## config.mk

```make
export PLATFORM = sky130hd
export DESIGN_NAME = if_stage_flat
export DESIGN_NICKNAME = d
export VERILOG_FILES = /design/src/rtl/if_stage_if.sv /design/src/rtl/if_stage.sv /design/src/flat_wrapper.sv
export SDC_FILE = /design/constraint.sdc
export NUM_CORES = 1
export LEC_CHECK = 0
export CORE_MARGIN = 2
export CORE_UTILIZATION = 38
export DETAILED_ROUTE_END_ITERATION = 7
export PLACE_DENSITY = 0.77
export SYNTH_ARGS = -nofsm -noshare
export SYNTH_HDL_FRONTEND = slang
export SYNTH_SLANG_ARGS = --single-unit
export TNS_END_PERCENT = 100
```

## constraint.sdc

```tcl
create_clock -name clk -period 1.95 [get_ports clk]
set_input_delay 0.39 -clock clk [delete_from_list [all_inputs] [get_ports clk]]
set_output_delay 0.39 -clock clk [all_outputs]
set_load 0.02 [all_outputs]
```

## src/rtl/if_stage_if.sv

```systemverilog
// Bundle of signals between the fetch stage, the instruction ROM, the
// decode stage and the pipeline control (stall / branch / flush).
interface if_stage_if;
  // Instruction ROM fetch port
  logic [31:0] rom_addr_o;
  logic        rom_ce_o;
  logic [31:0] rom_data_i;

  // Pipeline control from decode / exception logic
  logic        stall_if_i;
  logic        stall_id_i;
  logic        branch_flag_i;
  logic [31:0] branch_target_i;
  logic        flush_i;
  logic [31:0] new_pc_i;

  // IF/ID register contents presented to decode
  logic [31:0] id_pc_o;
  logic [31:0] id_inst_o;
  logic        id_valid_o;

  // Fetch stage side
  modport master (
    output rom_addr_o,
    output rom_ce_o,
    input  rom_data_i,
    input  stall_if_i,
    input  stall_id_i,
    input  branch_flag_i,
    input  branch_target_i,
    input  flush_i,
    input  new_pc_i,
    output id_pc_o,
    output id_inst_o,
    output id_valid_o
  );

  // Environment side: ROM, decode stage and pipeline control
  modport slave (
    input  rom_addr_o,
    input  rom_ce_o,
    output rom_data_i,
    output stall_if_i,
    output stall_id_i,
    output branch_flag_i,
    output branch_target_i,
    output flush_i,
    output new_pc_i,
    input  id_pc_o,
    input  id_inst_o,
    input  id_valid_o
  );
endinterface

```

## src/rtl/if_stage.sv

```systemverilog
// Instruction-fetch front end: program counter, ROM fetch port and the
// IF/ID pipeline register. Branches follow MIPS delay-slot semantics (the
// instruction in IF when the branch resolves is never squashed); a flush
// redirects the PC and inserts a bubble into decode.
module if_stage #(
  parameter logic [31:0] RESET_PC = 32'h0000_0000
) (
  input logic      clk,
  input logic      rst,
  if_stage_if.master bus
);

  // Architectural state
  logic [31:0] r_pc;
  logic        r_ce;
  logic [31:0] r_id_pc;
  logic [31:0] r_id_inst;
  logic        r_id_valid;

  // Next-state values
  logic [31:0] w_pc_next;
  logic [31:0] w_id_pc_next;
  logic [31:0] w_id_inst_next;
  logic        w_id_valid_next;

  // Word-aligned redirect targets; the low address bits are dropped
  logic [31:0] w_flush_pc;
  logic [31:0] w_branch_pc;
  logic [31:0] w_seq_pc;

  assign w_flush_pc  = {bus.new_pc_i[31:2], 2'b00};
  assign w_branch_pc = {bus.branch_target_i[31:2], 2'b00};
  assign w_seq_pc    = r_pc + 32'd4;

  // Byte-offset bits of redirect addresses are intentionally ignored
  logic unused_low_bits;
  assign unused_low_bits = ^{bus.new_pc_i[1:0], bus.branch_target_i[1:0]};

  // PC next-state: flush beats stall beats branch beats sequential fetch.
  // The PC is frozen while the chip enable has not yet come up, so the
  // first fetch after reset is RESET_PC.
  always_comb begin
    w_pc_next = r_pc;
    if (r_ce) begin
      if (bus.flush_i) begin
        w_pc_next = w_flush_pc;
      end else if (bus.stall_if_i) begin
        w_pc_next = r_pc;
      end else if (bus.branch_flag_i) begin
        w_pc_next = w_branch_pc;
      end else begin
        w_pc_next = w_seq_pc;
      end
    end
  end

  // IF/ID next-state: bubbles on flush, on an IF-only stall and before the
  // first fetch; hold on a decode stall; otherwise capture the fetched word.
  always_comb begin
    w_id_pc_next    = r_id_pc;
    w_id_inst_next  = r_id_inst;
    w_id_valid_next = r_id_valid;
    if (bus.flush_i) begin
      w_id_pc_next    = 32'd0;
      w_id_inst_next  = 32'd0;
      w_id_valid_next = 1'b0;
    end else if (bus.stall_id_i) begin
      w_id_pc_next    = r_id_pc;
      w_id_inst_next  = r_id_inst;
      w_id_valid_next = r_id_valid;
    end else if (bus.stall_if_i || !r_ce) begin
      w_id_pc_next    = 32'd0;
      w_id_inst_next  = 32'd0;
      w_id_valid_next = 1'b0;
    end else begin
      w_id_pc_next    = r_pc;
      w_id_inst_next  = bus.rom_data_i;
      w_id_valid_next = 1'b1;
    end
  end

  // PC and chip-enable registers; reset discards any pending redirect
  always_ff @(posedge clk) begin
    if (rst) begin
      r_pc <= RESET_PC;
      r_ce <= 1'b0;
    end else begin
      r_pc <= w_pc_next;
      r_ce <= 1'b1;
    end
  end

  // IF/ID pipeline register
  always_ff @(posedge clk) begin
    if (rst) begin
      r_id_pc    <= 32'd0;
      r_id_inst  <= 32'd0;
      r_id_valid <= 1'b0;
    end else begin
      r_id_pc    <= w_id_pc_next;
      r_id_inst  <= w_id_inst_next;
      r_id_valid <= w_id_valid_next;
    end
  end

  assign bus.rom_addr_o = r_pc;
  assign bus.rom_ce_o   = r_ce;
  assign bus.id_pc_o    = r_id_pc;
  assign bus.id_inst_o  = r_id_inst;
  assign bus.id_valid_o = r_id_valid;

endmodule

```

## src/flat_wrapper.sv

```systemverilog
// flat-port wrapper written by rule: the top's interface ports become plain ports
module if_stage_flat 
#(
  parameter logic [31:0] RESET_PC = 32'h0000_0000
)
  (clk, rst, bus_rom_addr_o, bus_rom_ce_o, bus_rom_data_i, bus_stall_if_i, bus_stall_id_i, bus_branch_flag_i, bus_branch_target_i, bus_flush_i, bus_new_pc_i, bus_id_pc_o, bus_id_inst_o, bus_id_valid_o);
  if_stage_if bus_i ();
  input logic clk;
  input logic rst;
  output wire logic [$bits(bus_i.rom_addr_o)-1:0] bus_rom_addr_o;
  output wire logic [$bits(bus_i.rom_ce_o)-1:0] bus_rom_ce_o;
  input wire logic [$bits(bus_i.rom_data_i)-1:0] bus_rom_data_i;
  input wire logic [$bits(bus_i.stall_if_i)-1:0] bus_stall_if_i;
  input wire logic [$bits(bus_i.stall_id_i)-1:0] bus_stall_id_i;
  input wire logic [$bits(bus_i.branch_flag_i)-1:0] bus_branch_flag_i;
  input wire logic [$bits(bus_i.branch_target_i)-1:0] bus_branch_target_i;
  input wire logic [$bits(bus_i.flush_i)-1:0] bus_flush_i;
  input wire logic [$bits(bus_i.new_pc_i)-1:0] bus_new_pc_i;
  output wire logic [$bits(bus_i.id_pc_o)-1:0] bus_id_pc_o;
  output wire logic [$bits(bus_i.id_inst_o)-1:0] bus_id_inst_o;
  output wire logic [$bits(bus_i.id_valid_o)-1:0] bus_id_valid_o;
  assign bus_rom_addr_o = bus_i.rom_addr_o;
  assign bus_rom_ce_o = bus_i.rom_ce_o;
  assign bus_i.rom_data_i = bus_rom_data_i;
  assign bus_i.stall_if_i = bus_stall_if_i;
  assign bus_i.stall_id_i = bus_stall_id_i;
  assign bus_i.branch_flag_i = bus_branch_flag_i;
  assign bus_i.branch_target_i = bus_branch_target_i;
  assign bus_i.flush_i = bus_flush_i;
  assign bus_i.new_pc_i = bus_new_pc_i;
  assign bus_id_pc_o = bus_i.id_pc_o;
  assign bus_id_inst_o = bus_i.id_inst_o;
  assign bus_id_valid_o = bus_i.id_valid_o;
  if_stage #(.RESET_PC(RESET_PC)) u_core (.clk(clk), .rst(rst), .bus(bus_i));
endmodule
```

======== After elaboration in Yosys (flattened, before gate mapping) ========
Index checks and enable logic that the tools add are counted.
storage, ports and cells
  register bits ........................... 98
  bits in latches ......................... 0
  RAM bits ................................ 0
  bits in read-only memories .............. 0
  input port bits ......................... 102
  logic and storage cells ................. 18
  memories ................................ 0
operators by class
  add/subtract/negate cells ............... 1
  multiply operators ...................... 0
  div/mod/pow operators ................... 0
  $lt $le $gt $ge ......................... 0
  equal/unequal tests ..................... 1
  shift-type cells ........................ 0
  muxes and demuxes ....................... 7
  bitwise logic cells ..................... 0
  reductions and logical operators ........ 4
operator list
  operator               number
  $mux 32                5
  $add 32x3->32 const B  1
  $mux 1                 2
  $ne 2x1->1 const B     1
  $reduce_and 2->1       1
  $reduce_or 2->1        1
  $logic_not 1->1        1
  $logic_or 1x1->1       1

======== Depth between registers and ports, before layout ========
  word-level depth ........................ 4
  mapped depth ............................ 7
  mapped depth without buffers ............ 6

======== Worst setup path before layout ========
OpenSTA, ideal clock, no wires.
  path type ............................... flip-flop to flip-flop
  start point ............................. register u_core.r_pc[18], in the netlist u_core.bus.rom_addr_o[18]
  end point ............................... register u_core.r_pc[31], in the netlist u_core.bus.rom_addr_o[31]
  setup time .............................. 0.078 ns
  data arrival time ....................... 2.138 ns
  setup slack ............................. -0.265 ns
  cell stages (with the launch flop) ...... 7
  path buffers ............................ 1
  clock period less this slack ............ 2.215 ns
  path through ............................ dfxtp_1 clkbuf_2 nand4_1 or4_2 nor4_1 mux2_2 nor3_1
on the way
  longest elaborated chain between the ends .. 4
RTL lines
  item                      line            source
  start: declaration        if_stage.sv:14  logic [31:0] r_pc;
  start signal: assignment  if_stage.sv:88  r_pc <= w_pc_next;
  $add 32x3->32             if_stage.sv:33  assign w_seq_pc = r_pc + 32'd4;
  $mux 32                   if_stage.sv:49  end else if (bus.branch_flag_i) begin
  $mux 32                   if_stage.sv:47  end else if (bus.stall_if_i) begin
  $mux 32                   if_stage.sv:45  if (bus.flush_i) begin
Every way passes these cells. The select of a mux whose other input is x is not followed.
A chain may end at the register's enable or synchronous reset.

======== Worst setup path in the final report ========
  start point ............................. register u_core.r_pc[3], in the netlist u_core.bus.rom_addr_o[3]
  end point ............................... register u_core.r_pc[22], in the netlist u_core.bus.rom_addr_o[22]
The elaborated chain is that of the path after synthesis.

==> metrics.md <==
| Metric | Value |
|---|---|
| Residual DRC | 0 |
| Via count | 5151 |
| Tot Pwr | 4.91 mW |
| Max Slew Vio Count | 0 |
| Minimum clock period | 1920 ps |
| Clock Pin Slew Worst Setup and Hold Paths | 70 ps |
| Final nets | 871 |
| Post-DP Area | 6960 um^2 |
| R2R Path End | u_core.bus.rom_addr_o[22] |
| Static Leak | 2.65 nW |
| Ys flop type | dfxtp_1 |
| Post-synth top area share | 42.8% |
| Met2 wire length | 7480 um |
| Period utilization | 98.3% |
| Hold Crit Endpoint | u_core.bus.rom_addr_o[2] |
| Setup violators final | 0 |
| Later-pin clock latency in the skew report | 340 ps |
| Area leader, netlist | dfxtp_1 |
| Synth unique cells | 56 |
| Max FO, Critical Path | 6 |
| Syn_area_per_cell | 8.23 um^2 |
| Crit path required time | 2240 ps |
| R2R Path Start | u_core.bus.rom_addr_o[3] |
| Post-layout util | 64.5% |
| Finished Cell Area | 7340 um^2 |
| Commonest cells after routing, fill and taps aside | clkdlybuf4s50_1, nor2_1, dfxtp_1, buf_4, a22oi_1 |
| DR top layer | met4 |
| Final setup margin | 32.7 ps |
| Synth warnings | 0 |
| GP Congestion | 0.929 |
| Tightest Hold Check Type | register to register |
| Site Rows | 39 |
| FFs w/ async S/R, synth | 0% |
| Max Cap Violations | 0 |
| CP Capture Type | register |
| Clock sinks | 94 |
| DP Worst Slack | -142 ps |
| Vias in the first global route | 5101 |
| WP data arrival | 2210 ps |
| Layout area overhead | 66.8% |
| Max clock buf depth | 2 |
| Num CTS Buffers | 9 |
| Sequential fraction of the synthesis area | 42.8% |
| CTS tree | done |
| Grt total ovfl | 0 |
| Buffers added on ports | 191 |
| F_max | 522 MHz |
| Chip height | 112 um |
| GRT Total Usage | 25.4% |
| CTS Root Cell | clkbuf_16 |
| Area contributors post-synth | dfxtp_1, a22oi_1, nor2_1 |
| Flop2flop setup slack | 30 ps |
| RSZ-0062 raised after global routing | false |
| I/O pin cnt | 200 |
| Outcome | finished clean |
| Worst Skew | 6.89 ps |
| CTS H-tree depth | 3 |
| DP Wirelength | 12200 um |
| Drt wl/cell | 17.5 um |
| Critical setup path kind | register to register |
| Number of synthesized register bits | 94 |
| Commonest non-fill, non-tap cell in the layout | clkdlybuf4s50_1 |
| Vias/cell | 5.62 |
| Diodes inserted | 0 |
| Final wirelength | 16000 um |
| Initial core utilization | 38.7% |
| Metal3 WL | 1040 um |
| FF-to-FF path depth | 6 |
| Initial antenna violation count | 0 |
| Antenna viol nets, final | 0 |
| Layout cells sized above 1 | 16.2% |
| DR pass1 iterations | 6 |
| Count of mapped cells out of synthesis | 535 |
| Power Density | 670 nW/um^2 |
| Worst setup SP type | register |
| Number of flops mapped to enable cells by yosys | 0 |
| First-pass GRT wire length | 25700 um |
| CORE AREA | 11400 um^2 |
| Fin. Hold Viols | 0 |
| Min-Delay Path Depth | 2 |
| Mapped cell area | 4400 um^2 |
| Met1 Wirelength | 6980 um |
| Die Area | 12500 um^2 |
| Pin count of the biggest net entering global routing | 64 |
| VDD IR-drop max | 0.374 mV |
| Iter 0 DRT Violations | 385 |
| Hold_sp | u_core.bus.rom_addr_o[2] |
| Die W | 112 um |
## worst max path at each step
stage	start	end	cells after the start
4_1_cts	u_core.bus.rom_addr_o[3]	u_core.bus.rom_addr_o[22]	6
2_1_floorplan	u_core.bus.rom_addr_o[3]	u_core.bus.rom_addr_o[22]	7
3_5_place_dp	bus_flush_i	u_core.bus.rom_addr_o[19]	7
6_report	u_core.bus.rom_addr_o[3]	u_core.bus.rom_addr_o[22]	6
5_1_grt	u_core.bus.rom_addr_o[3]	u_core.bus.rom_addr_o[22]	6
3_3_place_gp	bus_flush_i	u_core.bus.rom_addr_o[9]	8
## cells in the mapped netlist (3+ instances only)
| cell type | count |
|---|---|
| a21oi_1 | 38 |
| a221o_1 | 6 |
| a22oi_1 | 70 |
| a31oi_1 | 3 |
| and2_1 | 5 |
| and3_1 | 5 |
| buf_2 | 4 |
| buf_4 | 4 |
| clkbuf_1 | 39 |
| dfxtp_1 | 94 |
| inv_1 | 7 |
| mux2i_1 | 6 |
| nand2_1 | 26 |
| nand2b_1 | 4 |
| nand3_1 | 11 |
| nand4_1 | 11 |
| nand4b_1 | 3 |
| nor2_1 | 85 |
| nor2b_1 | 3 |
| nor3_1 | 6 |
| nor4_1 | 7 |
| o211ai_1 | 13 |
| o21ai_0 | 30 |
| o22ai_1 | 3 |
| o41ai_1 | 3 |
| or2_2 | 3 |
| xnor2_1 | 6 |
## per-stage QoR
| stage | hold slack (ps) | cells | setup TNS (ps) |
|---|---|---|---|
| final | 508 | 916 | 0 |
| after global routing | 532 | 916 | 0 |
| after CTS | 521 | 914 | 0 |
| after detailed placement | 504 | 898 | -1640 |
| after global placement | 470 | 898 | -1440 |
| after floorplan | 519 | 538 | 0 |
## per-layer routing
layer / track usage (%) / up-vias
met1: 32.1 / 2406
li1: - / 2436
met4: 11.1 / 0
met5: 0 / -
met3: 4.41 / 42
met2: 42.8 / 267
## critical path, stage by stage, from the launching register on
cell and delay, ps:
dfxtp_4 390, ha_4 160, nand3_2 100, or3_1 420
or4_1 510, a21oi_1 150, o21a_1 130
## area by class of cell
class	instances	area, um^2
fill	973	4030
inverter	8	30.0
sequential	94	1910
clock buffer	9	225
timing repair buffer	269	2540
multi-input combinational	386	2350
clock inverter	7	105
tap	143	179
## flip-flops by register name (all words and copies together), names as in the netlist
register	count
u_core.bus.id_pc_o	30
u_core.bus.id_inst_o	32
u_core.bus.rom_addr_o	30
u_core.bus.id_valid_o	1
u_core.bus.rom_ce_o	1
## power by group
part           switching, mW  internal (mW)  leakage [nW]
clock                  0.794           1.14         0.159
combinational          0.452          0.487          1.72
sequential            0.0556           1.98         0.770
total                   1.30           3.61          2.65
## logic make-up (layout without fill, tap and decap cells)
kind of cell | after synthesis | in the layout | share of synthesized area [%]
xor gates and xnor gates | 8 | 8 | 1.59
buffers and inverters | 58 | 293 | 5.43
adders and majority gates | 1 | 1 | 0.284
other | 1 | 4 | 0.0852
muxes | 7 | 7 | 1.62
AOI/OAI and AO/OA | 187 | 187 | 28.8
and+or+nand+nor | 179 | 179 | 19.4
DFF | 94 | 94 | 42.8
## what timing repair did
| item | in CTS | in global routing |
|---|---|---|
| endpoints found under the hold margin | 0 | 0 |
| resized for setup | 0 | 5 |
| setup endpoints to repair | 0 | 7 |
| buffers inserted | 0 | 2 |
| hold buffers | 0 | 0 |
Note: power is estimated with default switching activity, not from simulation.
